===== src/rtl/data_mem_arbiter_pkg.sv =====
`default_nettype none
// ============================================================================
//  Module      : data_mem_arbiter_pkg
//  Description : Shared types and constants for the data memory arbiter.
//                Holds the owner encoding, the default bus widths and a
//                helper that sizes a counter to hold a given maximum.
//  Revision    : 1.0 - initial release
// ============================================================================
package data_mem_arbiter_pkg;

    // Default data memory geometry.
    localparam int c_addr_size = 5;
    localparam int c_data_size = 32;

    // Which requester drove the memory in a given cycle.
    typedef enum logic [1:0] {
        OWN_NONE = 2'd0,
        OWN_CPU  = 2'd1,
        OWN_DBG  = 2'd2
    } owner_e;

    // Number of bits needed to count from 0 up to max_val (at least 1).
    function automatic int cnt_width(input int max_val);
        int w;
        w = 1;
        while ((w < 31) && ((1 << w) <= max_val)) begin
            w++;
        end
        return w;
    endfunction

endpackage
`default_nettype wire


===== src/rtl/data_mem_arbiter_if.sv =====
`default_nettype none
// ============================================================================
//  Module      : data_mem_arbiter_if
//  Description : Bundles the cpu request port, the debug/loader port and the
//                data memory port seen by the arbiter. The slave modport is
//                the arbiter's view; master is the view of the surroundings
//                (pipeline, debug port and memory together).
//  Revision    : 1.0 - initial release
// ============================================================================
interface data_mem_arbiter_if #(
    parameter int ADDR_SIZE = 5,
    parameter int DATA_SIZE = 32
);
    // cpu (MEM stage) side
    logic                 cpu_req;
    logic                 cpu_we;
    logic [ADDR_SIZE-1:0] cpu_addr;
    logic [DATA_SIZE-1:0] cpu_wdata;
    logic                 cpu_stall;
    logic [DATA_SIZE-1:0] cpu_rdata;
    // debug / loader side
    logic                 dbg_req;
    logic                 dbg_we;
    logic [ADDR_SIZE-1:0] dbg_addr;
    logic [DATA_SIZE-1:0] dbg_wdata;
    logic                 dbg_gnt;
    logic [DATA_SIZE-1:0] dbg_rdata;
    logic                 dbg_rvalid;
    // data memory side
    logic                 mem_we;
    logic [ADDR_SIZE-1:0] mem_addr;
    logic [DATA_SIZE-1:0] mem_wdata;
    logic [DATA_SIZE-1:0] mem_rdata;

    modport slave (
        input  cpu_req, cpu_we, cpu_addr, cpu_wdata,
        output cpu_stall, cpu_rdata,
        input  dbg_req, dbg_we, dbg_addr, dbg_wdata,
        output dbg_gnt, dbg_rdata, dbg_rvalid,
        output mem_we, mem_addr, mem_wdata,
        input  mem_rdata
    );

    modport master (
        output cpu_req, cpu_we, cpu_addr, cpu_wdata,
        input  cpu_stall, cpu_rdata,
        output dbg_req, dbg_we, dbg_addr, dbg_wdata,
        input  dbg_gnt, dbg_rdata, dbg_rvalid,
        input  mem_we, mem_addr, mem_wdata,
        output mem_rdata
    );
endinterface
`default_nettype wire


===== src/rtl/data_mem_arbiter_sat_counter.sv =====
`default_nettype none
// ============================================================================
//  Module      : sat_counter
//  Description : Up counter that sticks at MAX instead of wrapping. A clear
//                takes priority over an increment.
//  Revision    : 1.0 - initial release
// ============================================================================
module sat_counter #(
    parameter int               WIDTH = 4,
    parameter logic [WIDTH-1:0] MAX   = '1
) (
    input  logic             clk,
    input  logic             rst_n,
    input  logic             clr,
    input  logic             inc,
    output logic [WIDTH-1:0] cnt
);

    logic [WIDTH-1:0] r_cnt;

    // Count up on inc, hold once MAX is reached, drop to zero on clr.
    always_ff @(posedge clk or negedge rst_n) begin
        if (!rst_n) begin
            r_cnt <= '0;
        end else if (clr) begin
            r_cnt <= '0;
        end else if (inc && (r_cnt < MAX)) begin
            r_cnt <= r_cnt + 1'b1;
        end
    end

    assign cnt = r_cnt;

endmodule
`default_nettype wire


===== src/rtl/data_mem_arbiter.sv =====
`default_nettype none
// ============================================================================
//  Module      : data_mem_arbiter
//  Description : Shares the single-port data memory between the pipeline MEM
//                stage (cpu, fixed priority) and a debug/loader port (dbg).
//                A starvation counter forces a one-cycle dbg grant after
//                STARVE_LIMIT denied cycles, stalling the cpu for that cycle.
//  Revision    : 1.0 - initial release
// ============================================================================
module data_mem_arbiter
    import data_mem_arbiter_pkg::*;
#(
    parameter int ADDR_SIZE    = c_addr_size,
    parameter int DATA_SIZE    = c_data_size,
    parameter int STARVE_LIMIT = 4,
    parameter int STAT_W       = 16
) (
    input  logic              clk,
    input  logic              rst_n,
    data_mem_arbiter_if.slave bus,
    output owner_e            owner,
    output logic [STAT_W-1:0] conflict_cnt
);

    // A zero limit leaves the comparison below always true: dbg always wins.
    localparam int                    c_starve_w   = cnt_width(STARVE_LIMIT);
    localparam logic [c_starve_w-1:0] c_starve_max = c_starve_w'(STARVE_LIMIT);

    logic                  w_gnt_dbg;
    logic                  w_gnt_cpu;
    logic [c_starve_w-1:0] w_starve_cnt;
    logic                  w_mem_we;
    logic [ADDR_SIZE-1:0]  w_mem_addr;
    logic [DATA_SIZE-1:0]  w_mem_wdata;
    owner_e                r_owner;
    owner_e                w_owner_nxt;
    logic [DATA_SIZE-1:0]  r_dbg_rdata;
    logic                  r_dbg_rvalid;

    // Consecutive cycles dbg has been kept waiting; a grant or a withdrawn
    // request starts the wait over.
    sat_counter #(
        .WIDTH (c_starve_w),
        .MAX   (c_starve_max)
    ) u_starve_cnt (
        .clk   (clk),
        .rst_n (rst_n),
        .clr   (w_gnt_dbg || !bus.dbg_req),
        .inc   (1'b1),
        .cnt   (w_starve_cnt)
    );

    // Statistics: cycles in which both sides wanted the memory.
    sat_counter #(
        .WIDTH (STAT_W),
        .MAX   ({STAT_W{1'b1}})
    ) u_conflict_cnt (
        .clk   (clk),
        .rst_n (rst_n),
        .clr   (1'b0),
        .inc   (bus.cpu_req && bus.dbg_req),
        .cnt   (conflict_cnt)
    );

    // Grant decision: cpu first unless dbg has waited long enough.
    always_comb begin
        w_gnt_dbg = bus.dbg_req && (!bus.cpu_req || (w_starve_cnt >= c_starve_max));
        w_gnt_cpu = bus.cpu_req && !w_gnt_dbg;
    end

    // Memory mux: only the granted side reaches the memory; idle drives zero.
    always_comb begin
        w_mem_we    = 1'b0;
        w_mem_addr  = '0;
        w_mem_wdata = '0;
        if (w_gnt_dbg) begin
            w_mem_we    = bus.dbg_we;
            w_mem_addr  = bus.dbg_addr;
            w_mem_wdata = bus.dbg_wdata;
        end else if (w_gnt_cpu) begin
            w_mem_we    = bus.cpu_we;
            w_mem_addr  = bus.cpu_addr;
            w_mem_wdata = bus.cpu_wdata;
        end
    end

    assign bus.mem_we    = w_mem_we;
    assign bus.mem_addr  = w_mem_addr;
    assign bus.mem_wdata = w_mem_wdata;

    // The MEM/WB register captures read data on the same edge, so no flop.
    assign bus.cpu_rdata = bus.mem_rdata;
    assign bus.cpu_stall = bus.cpu_req && !w_gnt_cpu;
    assign bus.dbg_gnt   = w_gnt_dbg;

    // Owner next-state: who drives the memory this cycle.
    always_comb begin
        w_owner_nxt = OWN_NONE;
        if (w_gnt_dbg) begin
            w_owner_nxt = OWN_DBG;
        end else if (w_gnt_cpu) begin
            w_owner_nxt = OWN_CPU;
        end
    end

    // Owner state register.
    always_ff @(posedge clk or negedge rst_n) begin
        if (!rst_n) begin
            r_owner <= OWN_NONE;
        end else begin
            r_owner <= w_owner_nxt;
        end
    end

    assign owner = r_owner;

    // dbg reads return one cycle after the grant; reset kills a pending one.
    always_ff @(posedge clk or negedge rst_n) begin
        if (!rst_n) begin
            r_dbg_rdata  <= '0;
            r_dbg_rvalid <= 1'b0;
        end else begin
            r_dbg_rvalid <= w_gnt_dbg && !bus.dbg_we;
            if (w_gnt_dbg && !bus.dbg_we) begin
                r_dbg_rdata <= bus.mem_rdata;
            end
        end
    end

    assign bus.dbg_rdata  = r_dbg_rdata;
    assign bus.dbg_rvalid = r_dbg_rvalid;

endmodule
`default_nettype wire


===== src/flat_wrapper.sv =====
// flat-port wrapper written by rule: the top's interface ports become plain ports
module data_mem_arbiter_flat import data_mem_arbiter_pkg::*;
#(
    parameter int ADDR_SIZE    = c_addr_size,
    parameter int DATA_SIZE    = c_data_size,
    parameter int STARVE_LIMIT = 4,
    parameter int STAT_W       = 16
)
  (clk, rst_n, owner, conflict_cnt, bus_cpu_req, bus_cpu_we, bus_cpu_addr, bus_cpu_wdata, bus_cpu_stall, bus_cpu_rdata, bus_dbg_req, bus_dbg_we, bus_dbg_addr, bus_dbg_wdata, bus_dbg_gnt, bus_dbg_rdata, bus_dbg_rvalid, bus_mem_we, bus_mem_addr, bus_mem_wdata, bus_mem_rdata);
  data_mem_arbiter_if #(.ADDR_SIZE(ADDR_SIZE), .DATA_SIZE(DATA_SIZE)) bus_i ();
  input  logic clk;
  input  logic rst_n;
  output owner_e owner;
  output logic [STAT_W-1:0] conflict_cnt;
  input wire logic [$bits(bus_i.cpu_req)-1:0] bus_cpu_req;
  input wire logic [$bits(bus_i.cpu_we)-1:0] bus_cpu_we;
  input wire logic [$bits(bus_i.cpu_addr)-1:0] bus_cpu_addr;
  input wire logic [$bits(bus_i.cpu_wdata)-1:0] bus_cpu_wdata;
  output wire logic [$bits(bus_i.cpu_stall)-1:0] bus_cpu_stall;
  output wire logic [$bits(bus_i.cpu_rdata)-1:0] bus_cpu_rdata;
  input wire logic [$bits(bus_i.dbg_req)-1:0] bus_dbg_req;
  input wire logic [$bits(bus_i.dbg_we)-1:0] bus_dbg_we;
  input wire logic [$bits(bus_i.dbg_addr)-1:0] bus_dbg_addr;
  input wire logic [$bits(bus_i.dbg_wdata)-1:0] bus_dbg_wdata;
  output wire logic [$bits(bus_i.dbg_gnt)-1:0] bus_dbg_gnt;
  output wire logic [$bits(bus_i.dbg_rdata)-1:0] bus_dbg_rdata;
  output wire logic [$bits(bus_i.dbg_rvalid)-1:0] bus_dbg_rvalid;
  output wire logic [$bits(bus_i.mem_we)-1:0] bus_mem_we;
  output wire logic [$bits(bus_i.mem_addr)-1:0] bus_mem_addr;
  output wire logic [$bits(bus_i.mem_wdata)-1:0] bus_mem_wdata;
  input wire logic [$bits(bus_i.mem_rdata)-1:0] bus_mem_rdata;
  assign bus_i.cpu_req = bus_cpu_req;
  assign bus_i.cpu_we = bus_cpu_we;
  assign bus_i.cpu_addr = bus_cpu_addr;
  assign bus_i.cpu_wdata = bus_cpu_wdata;
  assign bus_cpu_stall = bus_i.cpu_stall;
  assign bus_cpu_rdata = bus_i.cpu_rdata;
  assign bus_i.dbg_req = bus_dbg_req;
  assign bus_i.dbg_we = bus_dbg_we;
  assign bus_i.dbg_addr = bus_dbg_addr;
  assign bus_i.dbg_wdata = bus_dbg_wdata;
  assign bus_dbg_gnt = bus_i.dbg_gnt;
  assign bus_dbg_rdata = bus_i.dbg_rdata;
  assign bus_dbg_rvalid = bus_i.dbg_rvalid;
  assign bus_mem_we = bus_i.mem_we;
  assign bus_mem_addr = bus_i.mem_addr;
  assign bus_mem_wdata = bus_i.mem_wdata;
  assign bus_i.mem_rdata = bus_mem_rdata;
  data_mem_arbiter #(.ADDR_SIZE(ADDR_SIZE), .DATA_SIZE(DATA_SIZE), .STARVE_LIMIT(STARVE_LIMIT), .STAT_W(STAT_W)) u_core (.clk(clk), .rst_n(rst_n), .bus(bus_i), .owner(owner), .conflict_cnt(conflict_cnt));
endmodule

===== config.mk =====
export PLATFORM = sky130hd
export DESIGN_NAME = data_mem_arbiter_flat
export DESIGN_NICKNAME = d
export VERILOG_FILES = /design/src/rtl/data_mem_arbiter_pkg.sv /design/src/rtl/data_mem_arbiter_if.sv /design/src/rtl/data_mem_arbiter_sat_counter.sv /design/src/rtl/data_mem_arbiter.sv /design/src/flat_wrapper.sv
export SDC_FILE = /design/constraint.sdc
export NUM_CORES = 1
export LEC_CHECK = 0
export CORE_MARGIN = 2
export CORE_UTILIZATION = 33
export DETAILED_ROUTE_END_ITERATION = 8
export PLACE_DENSITY = 0.78
export SYNTH_ARGS = -nofsm -noshare
export SYNTH_HDL_FRONTEND = slang
export SYNTH_SLANG_ARGS = --single-unit

===== constraint.sdc =====
create_clock -name clk -period 2.2 [get_ports clk]
set_clock_uncertainty 0.05 [all_clocks]
set_input_delay 0.22 -clock clk [delete_from_list [all_inputs] [get_ports clk]]
set_output_delay 0.22 -clock clk [all_outputs]
set_load 0.05 [all_outputs]

# [Yosys cells after proc, flatten, opt, wreduce, memory -nomap -nowiden]
# Cells that the tools add are included.
[totals] ff_bits=54 input_bits=112 output_inout_bits=123 wordCells=34
[classes] addsub=2 magnitude_cmp=3 mux=10 reduce_logical=14
[op_table] op="$mux 32" count=2
[op_table] op="$add 16x1->16 const B" count=1
[op_table] op="$lt 16x16->1 const B" count=1
[op_table] op="$mux 5" count=2
[op_table] op="$logic_and 1x1->1" count=6
[op_table] op="$mux 3" count=2
[op_table] op="$logic_not 1->1" count=5
[op_table] op="$add 3x1->3 const B" count=1
[op_table] op="$ge 3x3->1 const B" count=1
[op_table] op="$lt 3x3->1 const B" count=1
[op_table] op="$mux 1" count=3
[op_table] op="$logic_or 1x1->1" count=2
[op_table] op="$mux 2" count=1
[op_table] op="$reduce_bool 2->1" count=1

# [Longest topological paths before layout]
[logic_depth] depth_word=7 mapped_depth=6 mapped_depth_nobuf=5

# [Modules after synthesis]
# Synthesis repeated with hierarchy kept, for this count alone.
[hier_totals] hier_cells=268 area_unflattened_um2=3051.7
[by_module_without_submodules] mod="data_mem_arbiter" n_inst=1 cells_each=157 area_each_um2=1948.1 seq_area_each_um2=875.8
[by_module_without_submodules] mod="sat_counter at u_core.u_conflict_cnt" n_inst=1 cells_each=98 area_each_um2=945.9 seq_area_each_um2=400.4
[by_module_without_submodules] mod="sat_counter at u_core.u_starve_cnt" n_inst=1 cells_each=13 area_each_um2=157.7 seq_area_each_um2=75.1

# [Worst setup path after synthesis]
# OpenSTA, ideal clock, no wires.
[synth_path] kind="input -> output" from="in bus_cpu_req" to="out bus_mem_addr[0]" arrival_ns=2.052 required_time_ns=1.930 slack_ns=-0.122 cell_stages=5 path_buffers=3 path_cell_list="buf_4 -> clkbuf_1 -> buf_1 -> nand2_1 -> o21ai_0"
[synth_via] elab_chain_cells=7
[synth_rtl] item="start: declaration" line_no="flat_wrapper.sv:15" rtl="input wire logic [$bits(bus_i.cpu_req)-1:0] bus_cpu_req;"
[synth_rtl] item="$logic_not 1->1" line_no="data_mem_arbiter.sv:67" rtl="w_gnt_dbg = bus.dbg_req && (!bus.cpu_req || (w_starve_cnt >= c_starve_max));"
[synth_rtl] item="$logic_or 1x1->1" line_no="data_mem_arbiter.sv:67"
[synth_rtl] item="$logic_and 1x1->1" line_no="data_mem_arbiter.sv:67"
[synth_rtl] item="$logic_not 1->1" line_no="data_mem_arbiter.sv:68" rtl="w_gnt_cpu = bus.cpu_req && !w_gnt_dbg;"
[synth_rtl] item="$logic_and 1x1->1" line_no="data_mem_arbiter.sv:68"
[synth_rtl] item="$mux 5" line_no="data_mem_arbiter.sv:80" rtl="end else if (w_gnt_cpu) begin"
[synth_rtl] item="$mux 5 (*)" line_no="data_mem_arbiter.sv:76" rtl="if (w_gnt_dbg) begin"
[synth_rtl] item="end: declaration" line_no="flat_wrapper.sv:29" rtl="output wire logic [$bits(bus_i.mem_addr)-1:0] bus_mem_addr;"
# Every way passes the cells marked *; elsewhere a longest branch is shown, timed or not.

# [Final worst setup path]
[layout_path] from="in bus_dbg_req" to="out bus_mem_wdata[17]"
[layout_via] elab_chain_cells=5
[layout_rtl] item="start: declaration" line_no="flat_wrapper.sv:21" rtl="input wire logic [$bits(bus_i.dbg_req)-1:0] bus_dbg_req;"
[layout_rtl] item="$logic_and 1x1->1 (*)" line_no="data_mem_arbiter.sv:67"
[layout_rtl] item="$logic_not 1->1" line_no="data_mem_arbiter.sv:68"
[layout_rtl] item="$logic_and 1x1->1" line_no="data_mem_arbiter.sv:68"
[layout_rtl] item="$mux 32" line_no="data_mem_arbiter.sv:80"
[layout_rtl] item="$mux 32 (*)" line_no="data_mem_arbiter.sv:76"
[layout_rtl] item="end: declaration" line_no="flat_wrapper.sv:30" rtl="output wire logic [$bits(bus_i.mem_wdata)-1:0] bus_mem_wdata;"
# Marks and branches as above.

==> impl_summary.log <==
[metrics] status: finished, final reports clean
[metrics] logic depth of the worst register-to-register path: 4
[metrics] filler-free cell count of the finished design: 628
[metrics] number of instances in the synthesized netlist: 313
[metrics] global-route wire length before repair: 14.7 mm
[metrics] Nets: 633
[metrics] unrepaired setup endpoints after global routing: false
[metrics] sequential element share of the synthesized area: 0.456
[metrics] post-placement cell area: 0.00564 mm^2
[metrics] power density over cell area: 711 mW/mm^2
[metrics] number of buffers created by CTS: 5
[metrics] cell occurring most often along the worst timing path: sky130_fd_sc_hd__buf_4
[metrics] antenna viol nets, final: 0
[metrics] layout cell share with drive strength beyond 1: 0.206
[metrics] hold path cells: 3
[metrics] sink of the worst hold path: u_core.u_starve_cnt.cnt[0]
[metrics] Static Leakage: 0.00245 uW
[metrics] IO Count: 235
[metrics] sinks on the clock net: 54
[metrics] antenna violations before repair: 0
[metrics] Die Area: 0.00976 mm^2
[metrics] total net switching power: 1790 uW
[metrics] routed vias: 2,963
[metrics] Synthesis Warnings: 0
[metrics] required time at the endpoint of the critical path: 1.93 ns
[metrics] R2R Path Start: u_core.u_conflict_cnt.cnt[7]
[metrics] count leader, synth: sky130_fd_sc_hd__nand2_1
[metrics] Reg2Reg Capture Point: u_core.u_conflict_cnt.cnt[14]
[metrics] clock tree from TritonCTS: yes
[metrics] width of the die: 98.8 um
[metrics] CTS Root Buffer Type: sky130_fd_sc_hd__clkbuf_8
[metrics] post-detailed-placement half-perimeter wirelength: 8.00 mm
[metrics] filler cell count in the final layout: 674
[metrics] worst hold path type: in2reg
[metrics] worst hold slack: 0.304 ns
[metrics] Cell Count Post-Placement: 616
[metrics] largest net degree at the start of global routing: 40
[metrics] distinct cell type count of the synthesized netlist: 31
[metrics] flop-to-flop setup slack: 0.30 ns
[metrics] H-tree depth: 2
[metrics] fin util: 0.663
[metrics] CP max FO: 15
[metrics] sequential share of power: 0.321
[metrics] post-route setup TNS: 0 ns
[metrics] clock insertion delay at the later pin of the skew report: 0.31 ns
[metrics] crit path kind: in2out
[metrics] Internal Pwr Total: 2320 uW
[metrics] Max Cap Violations: 0
[metrics] cell types occupying the most area after synthesis: sky130_fd_sc_hd__dfrtp_1 46%, sky130_fd_sc_hd__mux2_2 13%, sky130_fd_sc_hd__nand2_1 11%
[metrics] count of port buffers added during placement: 234
[metrics] DRC: 0
[metrics] area growth from synthesis to final layout: 94.9%
[metrics] Global Route Usage Sum: 0.189
[metrics] first-pass iteration count of the detailed router: 4
[metrics] global placer's final weighted congestion: 0.905
[metrics] crit path cell chain: clkdlybuf4s50_1, a21boi_4, buf_4, nand2_1, o21ai_0, buf_4, buf_12
[metrics] total global routing overflow: 0
[metrics] Least-Margin Pin Slew: 0.706 ns
[metrics] Avg Cell Area, Syn: 9.47 um^2
[metrics] effective utilization at floorplan: 0.340
[metrics] DRC violation total after the first TritonRoute iteration: 72
[metrics] tightest slew margin relative to the limit: 0.524
[metrics] maximum clock frequency: 0.487 GHz
[metrics] cell type with the largest total area after synthesis: sky130_fd_sc_hd__dfrtp_1
[metrics] Synth Register Bits: 54
[metrics] peak supply drop: 0.338 mV
[metrics] final wirelength: 9.45 mm
[metrics] critical path's slowest cell: sky130_fd_sc_hd__clkdlybuf4s50_1
[metrics] Data arrival, critical path: 1.78 ns
[metrics] count of standard-cell rows: 34
[metrics] Worst Setup End Kind: output port
[metrics] final clock period utilization by the worst path: 0.933
[metrics] most frequent cells after synthesis: 83 x sky130_fd_sc_hd__nand2_1, 54 x sky130_fd_sc_hd__dfrtp_1, 38 x sky130_fd_sc_hd__o21ai_0
[metrics] proportion of power drawn by combinational gates: 0.541
[metrics] placeable core region: 0.00872 mm^2
[metrics] max-slew violation count: 0
[metrics] Post-Syn Nets: 427
[metrics] number of synthesized flops with an enable pin: 0
[metrics] Die Span Y: 98.8 um
[metrics] final number of setup-violating endpoints: 0
[metrics] via count normalized by instance count: 4.72
[metrics] Hold Path Origin: bus_cpu_req
[metrics] shortest clock period the worst path allows after layout: 2.05 ns
[metrics] Max Root-Sink Buffers: 2
[metrics] Synth top area share: 0.456
[metrics] switching share of power: 0.435
[metrics] final hold viol count: 0
[metrics] clock-pin slew of the registers on the worst-case setup and hold paths: 0.10 ns
[metrics] CP Launch Type: primary input
[metrics] routed length per instance: 15.0 um
[metrics] post-route cell area: 0.00578 mm^2
[metrics] most common flop cell mapped by yosys: sky130_fd_sc_hd__dfrtp_1
[metrics] Clk network pwr share: 0.138
[metrics] vias in the first global route: 3,006
[metrics] area of the mapped netlist: 0.00296 mm^2
[metrics] # diodes: 0
[metrics] max incr delay on CP: 0.54 ns
[metrics] proportion of register bits with asynchronous set or reset after synthesis: 1.00
==> power groups by stage <==
stage | Clock (uW) | Combinational (uW) | Sequential (uW)
4_1_cts | 592 | 2240 | 1320
5_1_grt | 635 | 2310 | 1350
3_3_place_gp | 0 | 2210 | 1330
6_report | 568 | 2220 | 1320
2_1_floorplan | 0 | 645 | 1960
3_5_place_dp | 0 | 2240 | 1340
==> cell type report <==
class                      instances  area [um^2]  share of cell area
inverter                           2         7.51             0.00130
sequential                        54         1350               0.234
clock inverter                     3         28.8             0.00498
clock buffer                       5         68.8              0.0119
timing repair buffer             248         2880               0.499
multi-input combinational        208         1300               0.225
tap                              108          135              0.0234
==> timing repair <==
action	4_1_cts	5_1_grt
endpoints found under the hold margin	28	0
hold buffers	1	0
buffers inserted	0	3
resized for setup	0	2
setup endpoints to repair	0	16
==> kinds of logic (layout without fill, tap and decap cells) <==
family,count (synthesis),in the layout,share of synthesized area
and+or+nand+nor,118,118,0.186
DFF,54,54,0.456
buffers and inverters,51,258,0.108
AOI/OAI and AO/OA,40,40,0.0709
muxes,34,34,0.129
xor gates and xnor gates,14,14,0.0414
adders and majority gates,2,2,0.00844
==> layout by cell type (no fill, tap or decap), types with 2 or more instances in the layout <==
cell,count
sky130_fd_sc_hd__o21ai_0,29
sky130_fd_sc_hd__nor4_1,2
sky130_fd_sc_hd__inv_1,2
sky130_fd_sc_hd__nor3_1,7
sky130_fd_sc_hd__o21ai_1,9
sky130_fd_sc_hd__xnor2_1,2
sky130_fd_sc_hd__nand3_1,3
sky130_fd_sc_hd__clkbuf_8,5
sky130_fd_sc_hd__nor2_1,5
sky130_fd_sc_hd__ha_1,2
sky130_fd_sc_hd__nand2_1,83
sky130_fd_sc_hd__buf_4,11
sky130_fd_sc_hd__clkinv_4,2
sky130_fd_sc_hd__mux2_2,34
sky130_fd_sc_hd__buf_12,43
sky130_fd_sc_hd__clkdlybuf4s50_1,190
sky130_fd_sc_hd__nand4_1,3
sky130_fd_sc_hd__dfrtp_1,54
sky130_fd_sc_hd__xor2_1,12
sky130_fd_sc_hd__and3_1,3
==> metal layers <==
layer | wire, um | GRT usage | vias up
met5 | 0 | 0 | -
met4 | 184 | 0.0622 | 0
met3 | 935 | 0.0631 | 10
met2 | 5090 | 0.364 | 171
met1 | 3240 | 0.189 | 1357
li1 | - | - | 1425
==> metrics by stage <==
| stage | total power, uW | setup WS (ns) |
|---|---|---|
| 6_report | 4110 | 0.148 |
| 5_1_grt | 4290 | 0.0610 |
| 4_1_cts | 4150 | 0.0155 |
| 3_5_place_dp | 3580 | 0.00894 |
| 3_3_place_gp | 3540 | 0.0490 |
| 2_1_floorplan | 2600 | 0.0376 |
==> worst max-delay path by stage <==
| stage | from | endpoint | slack [ns] | depth (start not counted) |
|---|---|---|---|---|
| final | bus_dbg_req | bus_mem_wdata[17] | 0.15 | 7 |
| after global routing | bus_dbg_req | bus_mem_wdata[31] | 0.06 | 6 |
| after CTS | bus_cpu_req | bus_mem_wdata[31] | 0.02 | 6 |
| after detailed placement | bus_cpu_req | u_core.u_conflict_cnt.cnt[15] | 0.009 | 5 |
| after global placement | bus_cpu_req | u_core.u_conflict_cnt.cnt[11] | 0.05 | 5 |
| after floorplan | u_core.u_starve_cnt.cnt[2] | bus_mem_addr[0] | 0.04 | 5 |
==> registers in the layout, indices dropped and copies added (netlist names) <==
name	flops
u_core.bus.dbg_rdata	32
u_core.u_conflict_cnt.cnt	16
u_core.u_starve_cnt.cnt	3
u_core.owner	2
u_core.bus.dbg_rvalid	1
==> worst max-delay path: cells and delay by family <==
family	cells	cell delay (ns)
and+or+nand+nor	1	0.06
buffers and inverters	4	1.08
AOI/OAI and AO/OA	2	0.41
Note: power is estimated with default switching activity, not from simulation.
==> RTL edit 1, RTL diff (config.mk and constraints unchanged) <==
`c_addr_size`: 5 -> 10.
--- a/src/rtl/data_mem_arbiter_pkg.sv
+++ b/src/rtl/data_mem_arbiter_pkg.sv
@@ -9,7 +9,7 @@
 package data_mem_arbiter_pkg;
 
     // Default data memory geometry.
-    localparam int c_addr_size = 5;
+    localparam int c_addr_size = 10;
     localparam int c_data_size = 32;
 
     // Which requester drove the memory in a given cycle.
Ports: changed (resized bus_cpu_addr, bus_dbg_addr and bus_mem_addr); port bits go from 235 to 250. No check against the original RTL was run, so the function may have changed too.
==> RTL edit 1 against the unedited design <==
The run now ends with negative hold slack left; routed wire length rose by 4.7%; global-route usage barely moved; count of clock-buffer cells in the layout rose by 2; highest routed layer unchanged; sequential cell count did not move; critical path type unchanged; critical endpoint is now bus_mem_wdata[24]; area after synthesis rose by 1.9%; cell area fell by 5.6%; setup slack improved by 0.036 ns; total power fell by 1.1%.
==> RTL edit 1: results (changes against the unedited design) <==
vdd_drop_max_mv: 0.797  # +140%
powerComb_uw: 2100  # -5%
vias_per_cell: 4.74  # +0.37%
n_clock_buffer: 7  # +2
grtUsageMet2: 0.339  # -0.0249
ff2ff_path_depth: 5  # +1
ys_types: 29  # -6.5%
n_fill_cell: 730  # +8.3%
synth_compound_area_frac: 0.00953  # -0.0614
violations: "negative hold slack"
inv_count: 3  # +1
synth.area.top_cells: "dfrtp_1, mux2_2, nand2_1"
multiInputCombCellCount: 222  # +6.7%
antenna_found_initial: 1  # +1
port_buffers: 249  # +6.4%
worst_pin_slew_ns: 0.665  # -0.0412 ns
final-clk-cell-share: 0.0195  # +0.00260
switching_share: 0.434  # -0.00159
synth_fp_nets: 451  # +5.6%
area_growth_syn_to_layout_pct: 80.7
multi_input_area_share: 0.249  # +0.0237
outcome: "complete, but fails checks"
holdWs_ns: -0.0253  # -0.329 ns
worstHoldPathType: "primary input to async pin"
sh_seq_area: 0.248  # +0.0138
ys_seq_area_frac: 0.448  # -0.00831
drt_iter0_markers: 77  # +6.9%
syn_inst: 327  # +4.5%
synthXorXnorAreaFrac: 0.0435  # +0.00215
n_all_buffers: 258  # +4.0%
wl_met1_um: 3690  # +14%
grtUsageTotal: 0.189  # about the same
layout-drive-gt1-share: 0.191  # -0.0149
grt.met3_usage: 0.0499  # -0.0132
hold_violations: 28  # +28
## RTL edit 1: path summary, 6_finish.rpt
| kind | startpoint | endpoint | slack, ns |
|---|---|---|---|
| setup / recovery | bus_cpu_req | bus_mem_wdata[24] | 0.18 |
| hold / removal | rst_n | u_core.u_conflict_cnt.cnt[9]$_DFFE_PN0P_ | -0.03 |
| setup reg to reg | u_core.u_conflict_cnt.cnt[0]$_DFFE_PN0P_ | u_core.u_conflict_cnt.cnt[13]$_DFFE_PN0P_ | 0.30 |
| hold reg to reg | u_core.u_starve_cnt.cnt[0]$_DFFE_PN0P_ | u_core.u_starve_cnt.cnt[0]$_DFFE_PN0P_ | 0.39 |
| max in group asynchronous | rst_n | u_core.bus.dbg_rdata[12]$_DFFE_PN0P_ | 1.67 |
| min in group clk | u_core.u_starve_cnt.cnt[0]$_DFFE_PN0P_ | u_core.u_starve_cnt.cnt[0]$_DFFE_PN0P_ | 0.39 |
==> RTL edit 2, RTL diff (config.mk and constraints unchanged) <==
Made on the original files. Register the output `conflict_cnt`, with the module's reset; this adds one clock of latency there. The other outputs are not delayed to match.
--- a/src/rtl/data_mem_arbiter.sv
+++ b/src/rtl/data_mem_arbiter.sv
@@ -25,6 +25,8 @@
     // A zero limit leaves the comparison below always true: dbg always wins.
     localparam int                    c_starve_w   = cnt_width(STARVE_LIMIT);
     localparam logic [c_starve_w-1:0] c_starve_max = c_starve_w'(STARVE_LIMIT);
+
+    logic [STAT_W-1:0] conflict_cnt_d;
 
     logic                  w_gnt_dbg;
     logic                  w_gnt_cpu;
@@ -59,7 +61,7 @@
         .rst_n (rst_n),
         .clr   (1'b0),
         .inc   (bus.cpu_req && bus.dbg_req),
-        .cnt   (conflict_cnt)
+        .cnt   (conflict_cnt_d)
     );
 
     // Grant decision: cpu first unless dbg has waited long enough.
@@ -130,6 +132,14 @@
     assign bus.dbg_rdata  = r_dbg_rdata;
     assign bus.dbg_rvalid = r_dbg_rvalid;
 
+    always_ff @(posedge clk or negedge rst_n) begin
+        if (!rst_n) begin
+            conflict_cnt <= '0;
+        end else begin
+            conflict_cnt <= conflict_cnt_d;
+        end
+    end
+
 endmodule
 `default_nettype wire
 
Formal check against the unedited RTL: not equivalent (Yosys sat finds a counterexample within 4 cycles, from zero or initial values and one cycle with rst_n low).
==> RTL edit 2 against the unedited design <==
Routed wire length increased by 0.31%; critical endpoint is now bus_mem_addr[2]; cell area rose by 9.5%; largest power group unchanged; sequential cell count increased by 16; area after synthesis up 14%; setup slack got worse by 0.016 ns; first-iteration DRC count is 44% higher; total power grew 20%; critical path depth shrank 2.
==> RTL edit 2: results (changes against the unedited design) <==
synth_fp_nets: 441  # +3.3%
cts_buffers: 9  # +4
ys_seq_area_frac: 0.516  # +0.0605
p_sw_uw: 1950  # +9.3%
grt_first_pass_wirelength_um: 15100  # +2.5%
synth.area.top_cells: "dfrtp_1, mux2_2, nand2_1"
timing.rr.start: "u_core.u_conflict_cnt.cnt[0]$_DFFE_PN0P_"
r2r-end: "u_core.u_conflict_cnt.cnt[1]$_DFFE_PN0P_"
grt.met3_usage: 0.0544  # -0.00870
dp_hpwl_um: 7800  # -2.5%
met2_length_um: 4900  # -3.7%
vdd_drop_max_mv: 0.451  # +33%
met1_usage: 0.193  # +0.00434
largest_reg_flops: 32  # unchanged
h-tree-depth: 3  # +1
grtUsageTotal: 0.175  # -0.0140
wl_met1_um: 3550  # +9.4%
crit_path_start: "bus_cpu_req"
worst_pin_slew_ns: 0.557  # -0.148 ns
grtUsageMet2: 0.310  # -0.0537
grt_pass1_vias: 3037  # +1.0%
ys_types: 28  # -9.7%
r2r_slack_ns: 0.25  # -0.05 ns
leakage_uw: 0.00268  # +9.4%
clock_latency_ns: 0.35  # +0.04 ns
clockPowerShare: 0.211  # +0.073
cts.clk_slew.worst_paths_ns: 0.08  # -0.02 ns
worstPathArrival_ns: 1.80  # +0.02 ns
yosys-top-cells-count: "nand2_1, dfrtp_1, o21ai_0"
cp_max_fo: 26  # +11
p_comb_frac: 0.447  # -0.094
worstHoldPathType: "primary input to async pin"
drt_iter0_markers: 104  # +44%
critPathCapture: "bus_mem_addr[2]"
vias_per_cell: 4.47  # -5.3%
grt_max_degree: 71  # +78%
outcome: "completed"
layout-drive-gt1-share: 0.203  # -0.00244
wl_met3_um: 833  # -11%
cpPeakStageDelay_ns: 0.63  # +0.09 ns
wire_per_inst_um: 14.0  # -7.0%
routabilityCongestion: 0.846  # -6.5%
n_fill_cell: 806  # +20%
final_nets: 650  # +2.7%
[RTL edit 2: cell types whose count changed in the layout (fill, tap and decap cells not counted), sizes merged, moves of 2 or more]
cell	before	now
dfrtp	54	70
clkbuf	5	10
xnor2	2	7
xor2	12	8
buf	56	53
clkdlybuf4s50	190	193
nand2	84	81
nand3	3	5
nand4	4	6
nor3	7	5
[RTL edit 2: timing repair]
action,CTS,global route
hold endpoints to repair,70,0
gates resized for setup,0,1
hold buffers,1,0
setup endpoints to repair,0,1
[RTL edit 2: worst reg2reg max path: cells and delay by family, from the launching register on]
kind	cells	cell delay, ns
DFF	1	0.43
adders and majority gates	1	0.24
AOI/OAI and AO/OA	1	0.63
and+or+nand+nor	1	0.14
muxes	1	0.35
[RTL edit 2: layout make-up]
class,instances,share of cell area
flip-flops and latches,70,0.277
repair buffers,247,0.453
inverters,3,0.00178
clock buffers,10,0.0218
well taps,136,0.0269
multi-input cells,205,0.209
clock inverters,6,0.0109
[RTL edit 2: logic make-up (layout without fill, tap and decap cells)]
logic type / count (synthesis) / after routing / share of synthesized area
flip-flops: 70 / 70 / 0.516
AND/OR/NAND/NOR: 115 / 115 / 0.162
multiplexers: 33 / 33 / 0.111
AO/OA/AOI/OAI: 40 / 40 / 0.0675
XOR/XNOR: 15 / 15 / 0.0387
adder cells (fa/ha/maj): 2 / 2 / 0.00738
buffers and inverters: 52 / 266 / 0.0970
[RTL edit 2: metrics by stage]
stage,instances,hold WS [ns],cell area (sq um),setup slack (ns),util
after floorplan,327,-0.126,3390,0.0410,-
after global routing,677,0.414,6330,0.0281,0.624
after detailed placement,660,0.224,6110,0.126,0.602
after global placement,660,0.216,6110,0.160,0.602
after CTS,677,0.367,6320,0.113,0.624
final,677,0.370,6330,0.133,0.624
